`src/rtl/alu_share_arbiter.sv`:
```
// rtl/alu_share_arbiter.sv - round-robin sequencer sharing one combinational ALU between two requesters
// Optional illegal-opcode trapping is enabled by defining ALU_ARB_ILLEGAL_OP_EN.
module alu_share_arbiter #(
    parameter int WIDTH = 32,
    parameter int OPW   = 3
) (
    input  logic             clk,
    input  logic             rst,
    input  logic [1:0]       req_valid,
    output logic [1:0]       req_ready,
    input  logic [WIDTH-1:0] req_a0,
    input  logic [WIDTH-1:0] req_b0,
    input  logic [OPW-1:0]   req_op0,
    input  logic [WIDTH-1:0] req_a1,
    input  logic [WIDTH-1:0] req_b1,
    input  logic [OPW-1:0]   req_op1,
    output logic [1:0]       resp_valid,
    input  logic [1:0]       resp_ready,
    output logic [WIDTH-1:0] resp_result,
    output logic             resp_zero,
    output logic             resp_err,
    output logic [WIDTH-1:0] alu_a,
    output logic [WIDTH-1:0] alu_b,
    output logic [OPW-1:0]   alu_op,
    input  logic [WIDTH-1:0] alu_result,
    input  logic             alu_zero
);

    typedef enum logic [1:0] {
        IDLE = 2'd0,
        EXEC = 2'd1,
        RESP = 2'd2
    } state_t;

    state_t           state;
    logic [WIDTH-1:0] op_a;
    logic [WIDTH-1:0] op_b;
    logic [OPW-1:0]   op_code;
    logic             owner;
    logic             last_grant;
    logic             winner;
    logic             owner_ready;

    // On a tie the requester that did not finish last goes next.
    always_comb begin
        winner = (req_valid == 2'b11) ? ~last_grant : req_valid[1];
    end

    always_comb begin
        req_ready = 2'b00;
        if (state == IDLE && req_valid != 2'b00) begin
            req_ready = winner ? 2'b10 : 2'b01;
        end
    end

    always_comb begin
        resp_valid = 2'b00;
        if (state == RESP) begin
            resp_valid = owner ? 2'b10 : 2'b01;
        end
    end

    assign owner_ready = owner ? resp_ready[1] : resp_ready[0];
    assign alu_a       = op_a;
    assign alu_b       = op_b;
    assign alu_op      = op_code;

`ifndef ALU_ARB_ILLEGAL_OP_EN
    assign resp_err = 1'b0;
`endif

    always_ff @(posedge clk) begin
        if (rst) begin
            state       <= IDLE;
            op_a        <= '0;
            op_b        <= '0;
            op_code     <= '0;
            owner       <= 1'b0;
            last_grant  <= 1'b1;
            resp_result <= '0;
            resp_zero   <= 1'b0;
`ifdef ALU_ARB_ILLEGAL_OP_EN
            resp_err    <= 1'b0;
`endif
        end else begin
            case (state)
                IDLE: begin
                    if (req_valid != 2'b00) begin
                        owner   <= winner;
                        op_a    <= winner ? req_a1  : req_a0;
                        op_b    <= winner ? req_b1  : req_b0;
                        op_code <= winner ? req_op1 : req_op0;
                        state   <= EXEC;
                    end
                end
                EXEC: begin
`ifdef ALU_ARB_ILLEGAL_OP_EN
                    if (op_code > OPW'(5)) begin
                        resp_result <= '0;
                        resp_zero   <= 1'b1;
                        resp_err    <= 1'b1;
                    end else begin
                        resp_result <= alu_result;
                        resp_zero   <= alu_zero;
                        resp_err    <= 1'b0;
                    end
`else
                    resp_result <= alu_result;
                    resp_zero   <= alu_zero;
`endif
                    state <= RESP;
                end
                RESP: begin
                    if (owner_ready) begin
                        last_grant <= owner;
                        state      <= IDLE;
                    end
                end
                default: state <= IDLE;
            endcase
        end
    end

endmodule
```
`config.mk`:
```
export PLATFORM = sky130hd
export DESIGN_NAME = alu_share_arbiter
export DESIGN_NICKNAME = d
export VERILOG_FILES = /design/src/rtl/alu_share_arbiter.sv
export SDC_FILE = /design/constraint.sdc
export NUM_CORES = 1
export LEC_CHECK = 0
export ABC_AREA = 1
export CAP_MARGIN = 5
export CORE_MARGIN = 1.5
export CORE_UTILIZATION = 38
export DETAILED_ROUTE_END_ITERATION = 16
export PLACE_DENSITY = 0.79
export SLEW_MARGIN = 20
export SYNTH_ARGS = -nofsm -noshare
export SYNTH_HDL_FRONTEND = slang
export SYNTH_SLANG_ARGS = --single-unit
```
`constraint.sdc`:
```
create_clock -name clk -period 1.5 [get_ports clk]
set_input_delay 0.375 -clock clk [delete_from_list [all_inputs] [get_ports clk]]
set_output_delay 0.375 -clock clk [all_outputs]
set_load 0.02 [all_outputs]
```
==> results of run 1 <==
-- cell families (layout without fill, tap and decap cells) --
group | after synthesis | in the layout | share of synthesized area, %
other | 1 | 2 | 0.0820
buffers and inverters | 61 | 320 | 6.51
DFF | 104 | 104 | 45.5
AOI/OAI and AO/OA | 105 | 105 | 11.8
and+or+nand+nor | 415 | 415 | 36.1
-- power breakdown --
part | total [uW] | internal, uW | switching (uW) | leakage [uW]
clock network | 2610 | 1600 | 1010 | 0.000163
logic | 2200 | 1010 | 1190 | 0.00271
registers | 3140 | 3030 | 116 | 0.000857
-- worst max-delay path, cell delays in order, from the launching register on --
cell and delay, ps:
dfxtp_2 330, buf_6 110, nor2_4 110, o21ai_4 80
nor2_2 90, buf_6 130
-- placed cells by master (no fill, tap or decap), types with 2 or more instances in the layout --
cell type | netlist | routed
nand2_1 | 274 | 272
clkdlybuf4s50_1 | 0 | 169
dfxtp_1 | 104 | 100
dlygate4sd2_1 | 0 | 100
a21oi_1 | 69 | 69
nor2_1 | 70 | 68
nand3_1 | 67 | 67
o21ai_0 | 34 | 34
buf_4 | 8 | 15
clkbuf_16 | 0 | 9
buf_6 | 2 | 5
dfxtp_2 | 0 | 4
inv_1 | 5 | 3
inv_2 | 2 | 3
clkbuf_8 | 0 | 3
buf_12 | 0 | 3
nand2_2 | 1 | 2
nor2_4 | 0 | 2
nor2_2 | 2 | 2
bufinv_16 | 0 | 2
clkbuf_1 | 23 | 2
buf_2 | 19 | 2
-- final timing paths --
path | end | slack (ps) | cells past startpoint
max | req_ready[0] | -80 | 5
min | alu_a[13]$_SDFFE_PP0P_ | 460 | 2
max reg2reg | alu_op[2]$_SDFFE_PP0P_ | 30 | 8
min reg2reg | alu_a[13]$_SDFFE_PP0P_ | 460 | 2
-- sequential cells by signal, indices dropped and copies added (netlist names) --
name,flops
resp_zero,1
state,2
alu_op,3
alu_a,32
alu_b,32
resp_result,32
last_grant,1
owner,1
-- layer usage --
layer / track usage, % / share of wire [%]
met1: 28.2 / 40
met2: 41.3 / 47
met3: 8.36 / 10
met4: 11.7 / 3.2
met5: 0 / 0
-- final cells by class --
type / count / area share, %
Antenna cell: 1 / 0.0324
Clock buffer: 14 / 3.55
Clock inverter: 2 / 0.778
Inverter: 7 / 0.405
Multi-Input combinational cell: 521 / 28.8
Sequential cell: 104 / 27.0
Tap cell: 143 / 2.32
Timing Repair Buffer: 297 / 37.1
-- through the flow --
stage          power [uW]  utilization [%]  TNS [ps]
3_3_place_gp         5510             64.2    -38560
3_5_place_dp         5530             64.2    -37810
5_1_grt              8360             66.7      -699
2_1_floorplan        4320                -     -19.5
6_report             7950             66.7      -124
4_1_cts              8020             66.6      -193
-- what timing repair did --
action / in CTS / in global routing
gates cloned: 1 / 0
resized for setup: 137 / 4
pin swaps: 3 / 2
buffers inserted: 1 / 0
setup endpoints to repair: 173 / 30
==> run summary, run 1 <==
DR WL/cell: 14.6 um
post-route cell area: 7720 um^2
kind of critical path: reg2out
clock tree root buffer cell: clkbuf_16
Cell Count, Final, Fillers Out: 1089
final hold viol count: 0
layout cells sized above 1: 6.03%
main flop type after synthesis: dfxtp_1
DIE HEIGHT: 113 um
Post-layout nets: 1113
number of core rows: 39
ranking of synthesized cells by area: dfxtp_1 (46%), nand2_1 (22%), a21oi_1 (7.5%), nand3_1 (7.3%), nor2_1 (5.7%)
post-layout min period: 1580 ps
CTS max path bufs: 2
TritonCTS buffer count: 9
flops & latches, synth: 104
PortBufs: 276
placed cells: 1070
DP Area: 7420 um^2
Tightest Pin Transition: 601 ps
Core ar.: 11600 um^2
unrepaired setup endpoints after global routing: yes
pre-CTS setup slack: -650 ps
top-area cell type share of the netlist area: 45.5%
Post-synth ARST share: 0%
Syn Inst Count: 686
initial antenna violation count: 1
PD cells: 1030 nW/um^2
failing checks: setup timing
RR Startpoint: state[0]$_SDFFE_PP0P_
final WL: 15800 um
drt via density: 4.88
Starting Density: 39.6%
Tcrit/Tclk final: 105%
Clock Sinks: 104
Setup violations, final: 2
filler instances: 1071
CTS H-tree lvls: 3
Mean Syn Cell Area: 6.67 um^2
final setup margin: -77.1 ps
Critical Path Sink Type: output pin
Max-Cap Viols: 0
count leader, synth: nand2_1
hold path start: alu_a[13]$_SDFFE_PP0P_
I/O pin count: 278
Setup crit start kind: flip-flop
DPL Wire Length: 10800 um
fmax: 634 MHz
drt pass-1 iters: 4
mapped cell area: 4570 um^2
cts hold-fix bufs: 0
Worst slew margin: 59.9%
die width: 113 um
status: complete, but fails checks
grt ovf: 0
Post-synth EDFFs: 0
hold_ws: 462 ps
final-report max-slew violation count: 0
Final ANT Viol Nets: 0
HP Class: reg2reg
Mapped Nets: 859
largest area contributor in the netlist: dfxtp_1
routed via count: 5316
first-pass GRT wire length: 24800 um
Die ar.: 12700 um^2
Leak: 0.00373 uW
Data required, critical path: 1120 ps
vias in the first global route: 4971
area of the multi-input gates: 2220 um^2
gp weighted congestion: 0.809
DRC: 0
post-synthesis sequential area ratio: 45.5%
worst vdd ir: 787 uV
clock latency on the worst-skew pair: 350 ps
GRT Total Usage: 24.6%
clock skew: 10.3 ps
synth warn: 0
largest net degree at the start of global routing: 68
Arr. time, crit path: 1200 ps
Clock Pin Slew Worst Setup and Hold Paths: 70 ps
synth-to-layout area growth: 68.7%
initial drt markers: 219
Yosys cell types: 19
crit path from: state[0]$_SDFFE_PP0P_
top fanout value on the critical path: 2
CTS tree: yes
Register Area: 2090 um^2
synth cell count leaders: nand2_1 (274), dfxtp_1 (104), nor2_1 (70)
(Power assumes the default switching activity.)
==> run 2: changes to the inputs <==
--- a/config.mk
+++ b/config.mk
@@ -10,8 +10,9 @@
 export CORE_MARGIN = 1.5
 export CORE_UTILIZATION = 38
 export DETAILED_ROUTE_END_ITERATION = 16
-export PLACE_DENSITY = 0.79
+export PLACE_DENSITY = 0.82
 export SLEW_MARGIN = 20
 export SYNTH_ARGS = -nofsm -noshare
 export SYNTH_HDL_FRONTEND = slang
 export SYNTH_SLANG_ARGS = --single-unit
+export TNS_END_PERCENT = 50
==> run summary, run 2 (same netlist as run 1, synthesis figures left out) <==
status: complete, but fails checks (unchanged)
failing checks: setup timing (unchanged)
Setup crit start kind: flip-flop (unchanged)
fmax: 654 MHz (was 634 MHz)
clock tree root buffer cell: clkbuf_16 (unchanged)
# diodes: 0 (was 1)
top fanout value on the critical path: 2 (unchanged)
Post-layout nets: 1114 (was 1113)
die width: 113 um (unchanged)
drt via density: 4.87 (was 4.88)
Max-Cap Viols: 0 (unchanged)
final-report max-slew violation count: 0 (unchanged)
drt pass-1 iters: 4 (unchanged)
Leak: 0.00372 uW (was 0.00373 uW)
HP Class: in2reg (was reg2reg)
unrepaired setup endpoints after global routing: yes (unchanged)
final setup margin: -29.9 ps (was -77.1 ps)
clock skew: 5.33 ps (was 10.3 ps)
initial drt markers: 307 (was 219)
DRC: 0 (unchanged)
number of core rows: 39 (unchanged)
grt ovf: 0 (unchanged)
DR WL/cell: 14.5 um (was 14.6 um)
PortBufs: 276 (unchanged)
kind of critical path: reg2out (unchanged)
Arr. time, crit path: 1150 ps (was 1200 ps)
gp weighted congestion: 0.795 (was 0.809)
Register Area: 2090 um^2 (about the same)
DIE HEIGHT: 113 um (unchanged)
Data required, critical path: 1120 ps (about the same)
GRT Total Usage: 24.8% (was 24.6%)
final hold viol count: 0 (unchanged)
placed cells: 1073 (was 1070)
vias in the first global route: 5122 (was 4971)
commonest non-fill, non-tap cell in the layout: nand2_1 (unchanged)
Tcrit/Tclk final: 102% (was 105%)
setup TNS: -29.9 ps (was -124 ps)
Setup Fix Bufs, Post-CTS: 0 (was 1)
area of the multi-input gates: 2220 um^2 (about the same)
CTS tree: yes (unchanged)
post-route cell area: 7720 um^2 (about the same)
Die ar.: 12700 um^2 (unchanged)
most frequent cells in the layout: nand2_1 (271), clkdlybuf4s50_1 (169), dfxtp_1 (101), dlygate4sd2_1 (101), a21oi_1 (69) (was nand2_1 (272), clkdlybuf4s50_1 (169), dfxtp_1 (100), dlygate4sd2_1 (100), a21oi_1 (69))
Worst slew margin: 61.6% (was 59.9%)
Critical Path Sink Type: output pin (unchanged)
DPL Wire Length: 10900 um (was 10800 um)
synth-to-layout area growth: 68.7% (about the same)
worst vdd ir: 790 uV (was 787 uV)
Clock Pin Slew Worst Setup and Hold Paths: 70 ps (about the same)
Clock Sinks: 104 (unchanged)
CTS max path bufs: 2 (unchanged)
largest net degree at the start of global routing: 68 (unchanged)
CTS H-tree lvls: 3 (unchanged)
TritonCTS buffer count: 9 (unchanged)
routed via count: 5300 (was 5316)
layout cells sized above 1: 6.24% (was 6.03%)
Setup violations, final: 1 (was 2)
filler instances: 1055 (was 1071)
I/O pin count: 278 (unchanged)
final WL: 15800 um (about the same)
clock latency on the worst-skew pair: 350 ps (about the same)
DP Area: 7460 um^2 (was 7420 um^2)
initial antenna violation count: 0 (was 1)
Starting Density: 39.6% (unchanged)
Cell Count, Final, Fillers Out: 1089 (unchanged)
first-pass GRT wire length: 25100 um (was 24800 um)
power consumption: 8000 uW (was 7950 uW)
Final ANT Viol Nets: 0 (unchanged)
Tightest Pin Transition: 576 ps (was 601 ps)
post-layout min period: 1530 ps (was 1580 ps)
hold_ws: 338 ps (was 462 ps)
Core ar.: 11600 um^2 (unchanged)
PD cells: 1040 nW/um^2 (was 1030 nW/um^2)
cts hold-fix bufs: 0 (unchanged)
## run 2: critical path, stage by stage (launching register included)
cell     delay, ps
dfxtp_2        340
nor2_4         160
o21ai_4         80
nor2_2         100
buf_6          120
## run 2: area by class of cell
cell class | count | share of cell area [%]
clock buffer | 11 | 3.02
clock inverter | 5 | 1.36
inverter | 7 | 0.341
multi-input combinational | 521 | 28.7
sequential | 104 | 27.0
tap | 143 | 2.32
timing repair buffer | 298 | 37.2
## run 2: stage by stage
step | setup WS (ps) | utilization (%)
after floorplan | -29.2 | -
after global placement | -613 | 64.5
after detailed placement | -664 | 64.5
after CTS | -55.4 | 66.6
after global routing | -78.5 | 66.7
final | -29.9 | 66.7
## run 2: path summary, 6_finish.rpt
check	startpoint	end	slack (ps)	depth (start not counted)
max	state[0]$_SDFFE_PP0P_	req_ready[0]	-30	4
min	rst	state[0]$_SDFFE_PP0P_	340	2
max reg2reg	last_grant$_SDFFE_PP1P_	alu_b[7]$_SDFFE_PP0P_	120	7
min reg2reg	alu_b[12]$_SDFFE_PP0P_	alu_b[12]$_SDFFE_PP0P_	460	2
## run 2: what timing repair did
item / 4_1_cts / 5_1_grt
pin swaps: 1 / 0
gates resized for setup: 127 / 6
endpoints found under the setup margin: 171 / 49
## run 2: layer usage
metal,part of all wire (%),wire [um],global-route usage (%)
met4,3.6,560,11.1
met2,47,7380,41.5
met5,0,0,0
met1,41,6540,29.3
met3,8.2,1300,7.71
## run 2: where the power goes
group	internal [uW]	leakage, uW	switching [uW]
registers	3030	0.000856	122
clock network	1630	0.000156	1050
logic	986	0.00270	1190
